===== src/rtl/mp_ram_pkg.sv =====
// Shared definitions for the multi-port RAM write arbiter.
//   state_t    : arbiter FSM states
//   PRIO_FIXED : fixed priority ordering, port 0 highest
//   PRIO_RR    : round-robin ordering starting at rr_ptr
//   ptr_w()    : width of a port index / round-robin pointer for P ports
package mp_ram_pkg;

    typedef enum logic {
        IDLE   = 1'b0,
        SERIAL = 1'b1
    } state_t;

    localparam int PRIO_FIXED = 0;
    localparam int PRIO_RR    = 1;

    function automatic int ptr_w(input int p);
        return (p < 2) ? 1 : $clog2(p);
    endfunction

endpackage


===== src/rtl/mp_ram_write_arbiter_pick.sv =====
// arb_pick_next: combinational grant selection over a pending mask.
//   pending : ports still waiting for a RAM slot
//   rr_ptr  : round-robin start index (ignored when mode = 0)
//   mode    : 0 = lowest index wins, 1 = first pending at/after rr_ptr
//   grant   : one-hot grant (all zero when nothing is pending)
//   idx     : index of the granted port
module arb_pick_next
    import mp_ram_pkg::*;
#(
    parameter int P  = 3,
    parameter int PW = ptr_w(P)
) (
    input  logic [P-1:0]  pending,
    input  logic [PW-1:0] rr_ptr,
    input  logic          mode,
    output logic [P-1:0]  grant,
    output logic [PW-1:0] idx
);

    logic found;
    int   j;

    // Scan P candidates starting at the mode-dependent origin; the first
    // pending one wins. The origin offset wraps modulo P.
    always_comb begin
        grant = '0;
        idx   = '0;
        found = 1'b0;
        j     = 0;
        for (int k = 0; k < P; k++) begin
            j = mode ? (int'(rr_ptr) + k) : k;
            if (j >= P) j = j - P;
            if (!found && pending[j]) begin
                found    = 1'b1;
                grant[j] = 1'b1;
                idx      = PW'(j);
            end
        end
    end

endmodule


===== src/rtl/mp_ram_write_arbiter.sv =====
// mp_ram_write_arbiter: P-port write arbiter in front of a RAM cell matrix.
// Non-conflicting request sets are registered straight onto the RAM bus.
// A set containing two ports writing different data to the same address is
// latched and serialised, one grant per cycle; the first grant goes out on
// the same edge that accepts the set, so K requesters keep busy high for
// exactly K cycles and requests are sampled again on the following edge.
// Ports:
//   clk, rst             : clock, synchronous active-high reset
//   wr_req/addr/data     : per-port write requests (lane i at [i*W +: W])
//   busy                 : serialising; requests are not sampled
//   wr_ack               : per-port pulse, that port's write is on the bus
//   conflict             : pulse when a conflicting set is accepted
//   ram_we/addr/wdata    : per-port RAM write lanes (addr/data hold when idle)
module mp_ram_write_arbiter
    import mp_ram_pkg::*;
#(
    parameter int P         = 3,
    parameter int ADDR_W    = 2,
    parameter int DATA_W    = 2,
    parameter int PRIO_MODE = 0
) (
    input  logic                clk,
    input  logic                rst,
    input  logic [P-1:0]        wr_req,
    input  logic [P*ADDR_W-1:0] wr_addr,
    input  logic [P*DATA_W-1:0] wr_data,
    output logic                busy,
    output logic [P-1:0]        wr_ack,
    output logic                conflict,
    output logic [P-1:0]        ram_we,
    output logic [P*ADDR_W-1:0] ram_addr,
    output logic [P*DATA_W-1:0] ram_wdata
);

    localparam int PW = ptr_w(P);

    state_t              state, state_nx;
    logic [P-1:0]        pending, pend_nx;
    logic [PW-1:0]       rr_ptr;
    logic [P*ADDR_W-1:0] lat_addr;
    logic [P*DATA_W-1:0] lat_data;

    logic [P-1:0]        pick_in, grant;
    logic [PW-1:0]       grant_idx;
    logic [P-1:0]        we_nx;
    logic                busy_nx, conf_nx, rr_upd, use_lat;
    logic [P*ADDR_W-1:0] src_addr;
    logic [P*DATA_W-1:0] src_data;

    // Pairwise conflict matrix; only the upper triangle is meaningful.
    logic [P-1:0][P-1:0] pair_conf;
    logic                conflict_any;

    for (genvar i = 0; i < P; i++) begin : g_row
        for (genvar k = 0; k < P; k++) begin : g_col
            if (k > i) begin : g_pair
                assign pair_conf[i][k] = wr_req[i] && wr_req[k]
                    && (wr_addr[i*ADDR_W +: ADDR_W] == wr_addr[k*ADDR_W +: ADDR_W])
                    && (wr_data[i*DATA_W +: DATA_W] != wr_data[k*DATA_W +: DATA_W]);
            end else begin : g_none
                assign pair_conf[i][k] = 1'b0;
            end
        end
    end

    assign conflict_any = |pair_conf;

    // In IDLE the picker sees the fresh request set so the first grant of a
    // conflict can leave on the accepting edge.
    assign pick_in = (state == IDLE) ? wr_req : pending;

    arb_pick_next #(.P(P), .PW(PW)) u_pick (
        .pending (pick_in),
        .rr_ptr  (rr_ptr),
        .mode    (PRIO_MODE == PRIO_RR),
        .grant   (grant),
        .idx     (grant_idx)
    );

    always_ff @(posedge clk) begin
        if (rst) state <= IDLE;
        else     state <= state_nx;
    end

    always_comb begin
        state_nx = state;
        pend_nx  = pending;
        we_nx    = '0;
        busy_nx  = 1'b0;
        conf_nx  = 1'b0;
        rr_upd   = 1'b0;
        use_lat  = 1'b0;
        case (state)
            IDLE: begin
                if (conflict_any) begin
                    we_nx   = grant;
                    pend_nx = wr_req & ~grant;
                    busy_nx = 1'b1;
                    conf_nx = 1'b1;
                    rr_upd  = 1'b1;
                    if (pend_nx != '0) state_nx = SERIAL;
                end else begin
                    we_nx = wr_req;
                end
            end
            SERIAL: begin
                we_nx   = grant;
                pend_nx = pending & ~grant;
                busy_nx = 1'b1;
                rr_upd  = 1'b1;
                use_lat = 1'b1;
                if (pend_nx == '0) state_nx = IDLE;
            end
            default: state_nx = IDLE;
        endcase
    end

    assign src_addr = use_lat ? lat_addr : wr_addr;
    assign src_data = use_lat ? lat_data : wr_data;

    always_ff @(posedge clk) begin
        if (rst) begin
            pending   <= '0;
            rr_ptr    <= '0;
            lat_addr  <= '0;
            lat_data  <= '0;
            busy      <= 1'b0;
            wr_ack    <= '0;
            conflict  <= 1'b0;
            ram_we    <= '0;
            ram_addr  <= '0;
            ram_wdata <= '0;
        end else begin
            pending  <= pend_nx;
            busy     <= busy_nx;
            conflict <= conf_nx;
            ram_we   <= we_nx;
            wr_ack   <= we_nx;
            if (state == IDLE && conflict_any) begin
                lat_addr <= wr_addr;
                lat_data <= wr_data;
            end
            if (rr_upd && PRIO_MODE == PRIO_RR)
                rr_ptr <= (grant_idx == PW'(P-1)) ? '0 : grant_idx + PW'(1);
            for (int i = 0; i < P; i++) begin
                if (we_nx[i]) begin
                    ram_addr[i*ADDR_W +: ADDR_W]  <= src_addr[i*ADDR_W +: ADDR_W];
                    ram_wdata[i*DATA_W +: DATA_W] <= src_data[i*DATA_W +: DATA_W];
                end
            end
        end
    end

endmodule


===== config.mk =====
export PLATFORM = sky130hd
export DESIGN_NAME = mp_ram_write_arbiter
export DESIGN_NICKNAME = d
export VERILOG_FILES = /design/src/rtl/mp_ram_pkg.sv /design/src/rtl/mp_ram_write_arbiter_pick.sv /design/src/rtl/mp_ram_write_arbiter.sv
export SDC_FILE = /design/constraint.sdc
export NUM_CORES = 1
export LEC_CHECK = 0
export ABC_CLOCK_PERIOD_IN_PS = 2210
export CORE_ASPECT_RATIO = 1.5
export CORE_UTILIZATION = 37
export CTS_BUF_LIST = sky130_fd_sc_hd__clkbuf_8
export CTS_CLUSTER_DIAMETER = 40
export DETAILED_ROUTE_END_ITERATION = 8
export HOLD_SLACK_MARGIN = 0.15
export RECOVER_POWER = 50
export SYNTH_ARGS = -nofsm -noshare
export SYNTH_HDL_FRONTEND = slang
export SYNTH_SLANG_ARGS = --single-unit

===== constraint.sdc =====
create_clock -name clk -period 2.21 [get_ports clk]
set_clock_uncertainty 0.05 [all_clocks]
set_input_delay 0.442 -clock clk [delete_from_list [all_inputs] [get_ports clk]]
set_output_delay 0.442 -clock clk [all_outputs]
set_load 0.01 [all_outputs]

### Word-level counts from Yosys, hierarchy flattened

Cells that the tools add are included.

* flip-flop bits (word level): 33
* input bits: 17
* output and inout bits: 20
* word-level logic and storage cells: 61

* equality and inequality tests: 7
* multiplexer cells: 19
* bitwise logic cells: 4
* reductions and logical operators: 18

Operators with widths (number)
* logical AND 1 bit: 12
* 2-to-1 mux 3 bit: 4
* 2-to-1 mux 6 bit: 2
* one-hot mux 3 bit (2 select lines): 2
* 2-to-1 mux 1 bit: 8
* AND 3 bit: 2
* == test 2 bit: 3
* inequality test 2 bit: 3
* one-hot mux 1 bit (2 select lines): 2
* zero test 3 bit: 1
* inverter 3 bit: 1
* nonzero test 3 bit: 1
* OR reduction 3 bit: 1
* zero test 1 bit: 2
* 2-to-1 mux 2 bit: 1
* inequality test 2 bit, second input constant: 1
* OR reduction 2 bit: 1
* inverter 1 bit: 1

### Depth between registers and ports, before layout

* word-level depth: 14
* mapped depth: 7
* gate-level depth less buffers: 5

### Modules after synthesis

Synthesis repeated with hierarchy kept, for this count alone.

* cell total of the unflattened synthesis: 291
* area, all modules: 2568.7 um^2

Modules (own cells, without submodules)
* mp_ram_write_arbiter: instances 1, cells an instance 219, area each 2006.9 um^2, sequential area each 660.6 um^2
* arb_pick_next: instances 1, cells an instance 72, area each 561.8 um^2, sequential area each 0.0 um^2

### Worst setup path before layout

OpenSTA, ideal clock, no wires.

* path type: input to register
* from: input port wr_req[1]
* to: register lat_addr[0]
* library setup time: 0.128 ns
* arrival time: 1.748 ns
* data required time: 2.032 ns
* setup slack: 0.284 ns
* stages: 7
* buffers on the path: 2
* cell sequence: buf_2 nand2_1 a2111o_1 a31oi_4 buf_12 mux2i_1 nor2_1

* word-level cells in the longest chain between the ends: 5
* elaborated cells between the ends (all ways): 8
* classes of those cells: reduce/logical: 8

Ends and longest elaborated chain
* start, declared: RTL line mp_ram_write_arbiter.sv:24 `input logic [P-1:0] wr_req,`
* logical AND 1 bit: RTL line mp_ram_write_arbiter.sv:57 `assign pair_conf[i][k] = wr_req[i] && wr_req[k]`
* logical AND 1 bit: RTL line mp_ram_write_arbiter.sv:58 `&& (wr_addr[i*ADDR_W +: ADDR_W] == wr_addr[k*ADDR_W +: ADDR_W])`
* logical AND 1 bit: RTL line mp_ram_write_arbiter.sv:59 `&& (wr_data[i*DATA_W +: DATA_W] != wr_data[k*DATA_W +: DATA_W]);`
* OR reduction 3 bit (*): RTL line mp_ram_write_arbiter.sv:66 `assign conflict_any = |pair_conf;`
* logical AND 1 bit (*): RTL line mp_ram_write_arbiter.sv:139 `if (state == IDLE && conflict_any) begin`
* end signal, assigned: RTL line mp_ram_write_arbiter.sv:140 `lat_addr <= wr_addr;`
* end, declared: RTL line mp_ram_write_arbiter.sv:40 `logic [P*ADDR_W-1:0] lat_addr;`

Mark *: on every way between the ends. The rest lies on a longest branch, timed or not.
A chain may end at the register's enable or synchronous reset.

### Worst setup path in the final report

* from: input port wr_addr[5]
* to: register pending[2]

* word-level cells in the longest chain between the ends: 5
* elaborated cells between the ends (all ways): 8
* classes of those cells: eq/ne: 3; reduce/logical: 5

Ends and longest elaborated chain
* start, declared: RTL line mp_ram_write_arbiter.sv:25 `input logic [P*ADDR_W-1:0] wr_addr,`
* == test 2 bit: RTL line mp_ram_write_arbiter.sv:58
* logical AND 1 bit: RTL line mp_ram_write_arbiter.sv:58
* logical AND 1 bit: RTL line mp_ram_write_arbiter.sv:59
* OR reduction 3 bit (*): RTL line mp_ram_write_arbiter.sv:66
* inequality test 2 bit (no line) (*)
* end signal, assigned: RTL line mp_ram_write_arbiter.sv:134 `pending <= pend_nx;`
* end, declared: RTL line mp_ram_write_arbiter.sv:38 `logic [P-1:0] pending, pend_nx;`

Marks and branches as above.

==> impl_results.md <==
- DR iter-0 viols: 31
- Synthesized netlist cell count: 175
- CTS Buf Count: 5
- Critical path, cell by cell: clkdlybuf4s50_1 -> xor2_1 -> a2111o_1 -> buf_4 -> buf_4 -> nand3_1 -> o211ai_1 -> a21oi_1
- Failing checks: DRC
- Most frequent CP cell: buf_4
- Routed len/inst: about 15 µm
- Vias/cell: 5.29
- Worst Tran Pin Value: 0.382 ns
- Max-Cap Viols: 0
- DIE HEIGHT: about 84 µm
- CP max stage cell: clkdlybuf4s50_1
- Finish-stage setup viols: 0
- Compound-Gate Fraction of Synth Area: 15.7%
- Slew Limit Fails: 0
- Row count: 29
- Initial Util: 39.2%
- Crit path required time: 2.37 ns
- Startpoint Class: input port
- Worst vdd ir: roughly 0.0005 V
- Cts-stage hold buffer count: 0
- Crit path kind: input port to flop
- Fin crit share: a little over nine tenths
- Lkg Pwr: roughly 1 nW
- Post-Syn Area: approximately 0.0017 mm²
- Post-layout util: 53.8%
- Sequential cell area fraction in the yosys report: 39.4%
- PD cells: 653 mW/mm²
- Peak fanout along the critical path: 6
- Placer Congestion: ~0.76
- Slew HR: 74.5%
- Layout cell share with drive strength beyond 1: 16.2%
- Ports: 37
- Largest family of logic cells by synthesized area: multiplexers
- Fmax: 474 MHz
- Storage element area: approximately 660 µm²
- CP endpoint kind: flop
- Pin count of the biggest net entering global routing: 37
- Clock root buffer: clkbuf_8
- First-pass GRT wire length: roughly 6800 µm
- Total Nets Final: 245
- Most common cell after layout, fill and taps aside: dfxtp_1
- WP buf/inv: 3
- Status: complete, but fails checks
- CTS Sinks: 33
- XOR/XNOR Fraction of Synth Area: under 10%
- Most frequent cells in the layout: dfxtp_1, mux2i_1, nor2_1
- Max incr delay on CP: between 0.4 and 0.5 ns
- Syn Area/Cell: 9.58 µm²
- Routed vias: between 1k and 1.5k
- DRC: 4
- Syn Nets: between 150 and 200
- Share of the synthesized area in the top cell type: 39.4%
- #FFs+latches synth: 33
- Multiplexer area fraction after synthesis: between 10% and 20%
- CP delay by family, top: buffers and inverters
- Adder-cell share of the synthesized area: 0%
- Synth Area in Simple Gates: 14.4%
- Area grow syn2layout: 37.5%
- Area of the multi-input gates: 913 µm²
- Ant diodes: 0
- Power Total: approximately 1.5 mW
- Initial antenna violation count: 0
- Ys Warns: 0
- Vias in the first global route: ~1.5k
- Clock slew at reported path FFs: 0.07 ns
- Hpwl dp: 3050 µm
- Buffers from clock root to sink, at most: 2
- Final min period: about 2.1 ns
- Final Hold Viols: 0
- CTS tree: done
- Synth top area cells: dfxtp_1, mux2i_1, nor2_1
- Total Die Area: about 0.0048 mm²
- Die width: 57.0 µm
- Clock Latency Late Sink: 0.28 ns
- Gr ovfl total: 0
- Min-delay worst type: flop to flop
- Tot GR Track Use: 18.5%
- Fillers: between 400 and 500
- CORE AREA: 0.00428 mm²
- Routed Antenna Nets: 0
- Port Buf Inserts: 36
- CP arrival: 2.27 ns
- H-tree Lvls: 2
- Biggest area consumer among synthesized cells: dfxtp_1
- Distinct cell type count after synthesis: 34
- DRT Pass-1 Iters: 6
- Routed WL: 4150 µm
==> worst min-delay path: stages, from the launching register on <==
cell and delay [ns]:
dfxtp_1 0.32, inv_1 0.05, a311oi_1 0.06
==> state kept, by name, indices dropped and copies added (netlist names) <==
signal     count
ram_wdata      6
conflict       1
lat_data       6
state          1
ram_we         3
ram_addr       6
pending        3
busy           1
lat_addr       6
==> where the power goes <==
| part | switching, mW | leakage [nW] | internal [mW] |
|---|---|---|---|
| Combinational | 0.192 | 0.701 | 0.205 |
| Clock | 0.224 | 0.0491 | 0.214 |
| Sequential | 0.0251 | 0.271 | 0.645 |
==> area by class of cell <==
cell class	count	share of cell area, %
Multi-Input combinational cell	123	39.6
Sequential cell	33	28.7
Timing Repair Buffer	60	24.8
Clock buffer	5	2.99
Tap cell	46	2.50
Inverter	5	0.814
Clock inverter	3	0.597
==> through the flow <==
step	cells	worst slack (ns)	cell area, µm²	hold slack [ns]	TNS (ns)
5_1_grt	275	-0.0148	2300	0.462	-0.0206
3_3_place_gp	263	-0.273	2170	0.417	-5.07
2_1_floorplan	175	0.284	1680	0.404	0
4_1_cts	272	0.000297	2250	0.431	0
3_5_place_dp	263	-0.331	2170	0.420	-6.11
6_report	275	0.0997	2300	0.428	0
==> repair_timing <==
item,CTS,global route
buffers inserted,1,3
pin swaps,2,8
resized for setup,1,14
setup endpoints to repair,5,17
==> logic make-up after synthesis <==
logic type      Yosys count
compound gates           32
flops                    33
mux                      29
buf+inv                  19
xor+xnor                 12
simple gates             50
==> cells in the mapped netlist <==
master / instances
nand2b_1: 2
and4b_1: 1
mux2_2: 5
nor2_1: 22
nand3b_1: 1
buf_4: 3
a211oi_1: 4
mux2i_1: 24
nor2b_1: 6
buf_2: 3
a221oi_1: 5
buf_12: 1
and2_1: 2
clkbuf_1: 6
o21ai_0: 4
nand4_1: 1
buf_6: 1
o31ai_1: 4
o22a_1: 1
dfxtp_1: 33
nand3_1: 2
nand2_1: 10
inv_1: 5
a311oi_1: 5
nand4b_1: 1
a2111o_1: 3
xor2_1: 6
a31oi_4: 1
o31a_1: 1
xnor2_1: 6
nor3b_1: 1
nor4b_1: 1
o211ai_1: 1
a21oi_1: 3
==> worst paths after layout <==
check              startpoint           end  slack [ns]  cells after the start
hold / removal    ram_addr[4]   ram_addr[4]        0.43                      2
setup / recovery   wr_addr[5]    pending[2]         0.1                      8
setup reg to reg        state  ram_wdata[5]        0.46                      5
hold reg to reg   ram_addr[4]   ram_addr[4]        0.43                      2
==> metal layers <==
metal / share of wire, % / GRT usage, %
met1: 41 / 19.6
met2: 53 / 34.8
met3: 3.6 / 3.70
met4: 1.8 / 7.32
met5: 0 / 0
Power figures use the tool's default switching activity.
==> RTL change 1 (same settings) <==
`P` is set to 3 in 2 places; all go to 2.
--- a/src/rtl/mp_ram_write_arbiter_pick.sv
+++ b/src/rtl/mp_ram_write_arbiter_pick.sv
@@ -8,5 +8,5 @@
     import mp_ram_pkg::*;
 #(
-    parameter int P  = 3,
+    parameter int P  = 2,
     parameter int PW = ptr_w(P)
 ) (
--- a/src/rtl/mp_ram_write_arbiter.sv
+++ b/src/rtl/mp_ram_write_arbiter.sv
@@ -15,5 +15,5 @@
     import mp_ram_pkg::*;
 #(
-    parameter int P         = 3,
+    parameter int P         = 2,
     parameter int ADDR_W    = 2,
     parameter int DATA_W    = 2,
Interface: changed (7 resized); port bits go from 37 to 26. The function was not compared with the original's and may differ.
==> RTL change 1 against the unedited design <==
Total power shrank 45%. Worst hold slack worse by 7.4 ps. Worst setup slack better by 100 ps. Combinational power decreased by 66%. Wire length decreased by 51%. Design area is 40% lower. Area after synthesis is 40% lower. Register-to-register slack lost 20 ps. Sequential cell count decreased by 10. Largest power group unchanged.
==> RTL change 1: results (changes against the unedited design) <==
| Metric | Value |
|---|---|
| Run status | `finished clean (was finished, violations left)` |
| Synth cell types | `23 (was 34)` |
| Crit path DAT | `2130 ps (was 2270 ps)` |
| Routed WL per cell | `12.3 um (was 15.1 um)` |
| IO buf count | `25 (was 36)` |
| Mux contribution to synthesized area | `0.132 (was 0.177)` |
| Post-synthesis compound-gate area fraction | `0.212 (was 0.157)` |
| Global-route wire length before repair | `3.61 mm (was 6.76 mm)` |
| Share of layout cells above drive strength 1 | `0.109 (was 0.162)` |
| Peak VDD IR | `0.321 mV (was 0.488 mV)` |
| XOR/XNOR Fraction of Synth Area | `0.0351 (was 0.0627)` |
| All-Layer GR Usage | `0.172 (was 0.185)` |
| Hold endpoint | `ram_wdata[2] (was ram_addr[4])` |
| Nets | `142 (was 245)` |
| Starting DRT DRC Count | `17 (was 31)` |
| DP Area | `1340 um^2 (was 2170 um^2)` |
| # resized after CTS | `0 (was 1)` |
| Min-delay src | `ram_wdata[2] (was ram_addr[4])` |
| GP Congestion | `0.741 (was 0.758)` |
| Slew @ Worst Pin | `481 ps (was 382 ps)` |
| CTS buffer count | `3 (was 5)` |
| Hold depth | `1 (was 2)` |
| Post-CTS setup buffers | `0 (was 1)` |
| First-pass DRT Iterations | `4 (was 6)` |
| H-tree level count | `1 (was 2)` |
| Crit-path slowest cell | `a2111oi_4 (was clkdlybuf4s50_1)` |
| Commonest cells in the netlist | `dfxtp_1, nor2_1, mux2i_1 (was dfxtp_1, mux2i_1, nor2_1)` |
| Reg-to-reg slack, setup | `440 ps (was 460 ps)` |
| Total number of vias | `805 (was 1454)` |
| Layout fillers | `223 (was 425)` |
| Reg2Reg Depth | `4 (was 5)` |
| Hpwl dp | `1.54 mm (was 3.05 mm)` |
| Synth top area cells | `dfxtp_1, mux2i_1, a211oi_1, a2111oi_4, nor2_1 (was dfxtp_1, mux2i_1, nor2_1, mux2_2, xnor2_1)` |
| Vias in the first global route | `809 (was 1499)` |
| R2R Path End | `ram_addr[2] (was ram_wdata[5])` |
| Worst hold slack | `421 ps (was 428 ps)` |
| CP peak stage delay | `530 ps (was 480 ps)` |
| Pleak | `0.000526 uW (was 0.00102 uW)` |
## RTL change 1: layer usage
| metal | wire, um | global-route usage | part of all wire |
|---|---|---|---|
| met1 | 904 | 0.192 | 0.45 |
| met2 | 984 | 0.285 | 0.49 |
| met3 | 72 | 0.0275 | 0.036 |
| met4 | 66 | 0.125 | 0.033 |
| met5 | 0 | 0 | 0 |
## RTL change 1: worst max-delay path by stage
stage | startpoint | slack (ps) | cells past startpoint | to
2_1_floorplan | wr_data[2] | 430 | 4 | lat_addr[0]
3_3_place_gp | wr_data[0] | -60 | 6 | pending[0]
3_5_place_dp | wr_data[0] | -80 | 6 | pending[0]
4_1_cts | wr_data[0] | 210 | 6 | pending[0]
5_1_grt | wr_data[0] | 120 | 6 | pending[0]
6_report | wr_data[0] | 200 | 6 | pending[0]
## RTL change 1: final cells by class
type | count | share of cell area
clock buffers | 3 | 0.0299
clock inverters | 1 | 0.00272
inverters | 2 | 0.00544
multi-input cells | 65 | 0.362
flip-flops and latches | 23 | 0.334
well taps | 36 | 0.0327
repair buffers | 35 | 0.233
## RTL change 1: cells by family after synthesis
| logic type | Yosys count |
|---|---|
| AND/OR/NAND/NOR | 26 |
| flip-flops | 23 |
| buffers and inverters | 8 |
| XOR/XNOR | 4 |
| AO/OA/AOI/OAI | 22 |
| multiplexers | 13 |
## RTL change 1: metrics by stage
stage,instances,worst slack [ps]
after CTS,165,213
after floorplan,96,435
after global placement,161,-59.1
after global routing,165,116
after detailed placement,161,-76.4
final,165,200
## RTL change 1: power breakdown
| group | switching [uW] | leakage, uW | total (uW) | internal, uW |
|---|---|---|---|---|
| combinational | 64.8 | 0.000311 | 136 | 71.2 |
| sequential | 6.77 | 0.000188 | 437 | 430 |
| clock | 133 | 0.0000269 | 257 | 124 |
| total | 204 | 0.000526 | 829 | 625 |
==> RTL change 2 (same settings) <==
Without the edit above. Reset style: asynchronous (`rst`), changed in 2 clocked blocks. Comments in the files are not updated.
--- a/src/rtl/mp_ram_write_arbiter.sv
+++ b/src/rtl/mp_ram_write_arbiter.sv
@@ -78,5 +78,5 @@
     );
 
-    always_ff @(posedge clk) begin
+    always_ff @(posedge clk or posedge rst) begin
         if (rst) state <= IDLE;
         else     state <= state_nx;
@@ -119,5 +119,5 @@
     assign src_data = use_lat ? lat_data : wr_data;
 
-    always_ff @(posedge clk) begin
+    always_ff @(posedge clk or posedge rst) begin
         if (rst) begin
             pending   <= '0;
Function: differs if rst is asserted again (counterexample within 4 cycles, from zero or initial values and one cycle with rst high); with rst held inactive, the same outputs for 10 cycles.
==> RTL change 2 against the unedited design <==
Critical path depth down 1. Design area up 2.0%. Die area down 2.9%. Worst setup slack worse by 35 ps. Cell count shrank 15%. Area after synthesis shrank 3.0%. Synthesized cell count down 30%. Wire length shrank 9.2%. Sequential cell count unchanged.
Power is not compared: it rests on default switching activity, and its combinational part moved more than twofold at a synthesized area within 25%.
==> RTL change 2: results (changes against the unedited design) <==
| Metric | Value |
|---|---|
| Run status | `finished clean (was finished, violations left)` |
| Synth cell types | `27 (was 34)` |
| Hold depth | `2 (unchanged)` |
| Maximum fanout along the worst path | `5 (was 6)` |
| Crit-path slowest cell | `mux2_4 (was clkdlybuf4s50_1)` |
| Hpwl dp | `2.87 mm (was 3.05 mm)` |
| Post-synthesis compound-gate area fraction | `0.0762 (was 0.157)` |
| Met1 GRT Util | `0.194 (was 0.196)` |
| Peak VDD IR | `about 0.74 mV` |
| Clock-pin slew on the worst setup and hold paths | `70 ps (about the same)` |
| Met2 Resource Use GR | `0.313 (was 0.348)` |
| All-Layer GR Usage | `0.176 (was 0.185)` |
| Largest net degree at the start of global routing | `34 (was 37)` |
| Routed WL per cell | `16.2 um (was 15.1 um)` |
| Worst hold slack | `436 ps (was 428 ps)` |
| Final WL | `3.77 mm (was 4.15 mm)` |
| Starting DRT DRC Count | `28 (was 31)` |
| CP peak stage delay | `370 ps (was 480 ps)` |
| DP Area | `2190 um^2 (was 2170 um^2)` |
| Asr flop ratio synth | `1.00 (was 0)` |
| Placed cells | `223 (was 263)` |
| Slew HR | `0.466 (was 0.745)` |
| First-pass DRT Iterations | `4 (was 6)` |
| Min-delay src | `ram_wdata[1] (was ram_addr[4])` |
| Overall Power | `about 2800 uW` |
| Global-route wire length before repair | `6.25 mm (was 6.76 mm)` |
| GP Congestion | `0.840 (was 0.758)` |
| Hold endpoint | `ram_wdata[1] (was ram_addr[4])` |
| RR Startpoint | `state (unchanged)` |
| Nets | `203 (was 245)` |
| Vias in the first global route | `1275 (was 1499)` |
| Setup crit end | `ram_wdata[5] (was pending[2])` |
| Synth top area cells | `dfrtp_1, mux2_1, mux2_4, mux2_2, mux2i_1 (was dfxtp_1, mux2i_1, nor2_1, mux2_2, xnor2_1)` |
| Commonest cells in the netlist | `dfrtp_1, mux2_1, mux2_4 (was dfxtp_1, mux2i_1, nor2_1)` |
| Mux contribution to synthesized area | `0.268 (was 0.177)` |
| IO buf count | `36 (unchanged)` |
| XOR/XNOR Fraction of Synth Area | `0.0646 (was 0.0627)` |
| Clock power share | `0.180` |
| Share of layout cells above drive strength 1 | `0.332 (was 0.162)` |
| Power Combinational | `1210 uW` |
| Met3 Use GR | `0.0436 (was 0.0370)` |
| Reg-to-reg slack, setup | `430 ps (was 460 ps)` |
| Cells after synthesis | `123 (was 175)` |
| CP top delay family | `multiplexers (was buffers and inverters)` |
| Worst setup startpoint | `wr_addr[1] (was wr_addr[5])` |
| Total number of vias | `1188 (was 1454)` |
| Final worst setup slack | `64.8 ps (was 99.7 ps)` |
| Pre-CTS setup slack | `-512 ps (was -331 ps)` |
| Reg2Reg Depth | `4 (was 5)` |
| Mapped Nets | `140 (was 192)` |
| Sequential area share after synthesis | `0.508 (was 0.394)` |
## RTL change 2: changes by cell type after synthesis, moves of 6 or more
cell,delta
dfrtp_1,+33
mux2_1,+14
mux2_4,+10
nor2b_1,-6
mux2i_1,-18
nor2_1,-19
dfxtp_1,-33
## RTL change 2: cell type report
class                           instances  area, um^2
Tap cell                               46        57.6
Inverter                                3        11.3
Clock buffer                            7        96.3
Fill cell                             371        1860
Multi-Input combinational cell         81         827
Sequential cell                        33         826
Clock inverter                          1        5.00
Timing Repair Buffer                   62         528
## RTL change 2: repair_timing
item                       CTS  global route
setup endpoints to repair   20            11
gates resized for setup     21             3
pin swaps                    6             3
setup buffers                1             1
## RTL change 2: per-layer routing
metal	share of wire	up-vias	wire, um
met1	0.39	591	1460
met4	0.022	0	81
met2	0.55	32	2080
met5	0	-	0
li1	-	556	-
met3	0.039	9	145
## RTL change 2: tightest hold or removal path, cell delays in order, from the launching register on
cell     delay (ps)
dfrtp_1         340
nand2_1          40
o21ai_0          60
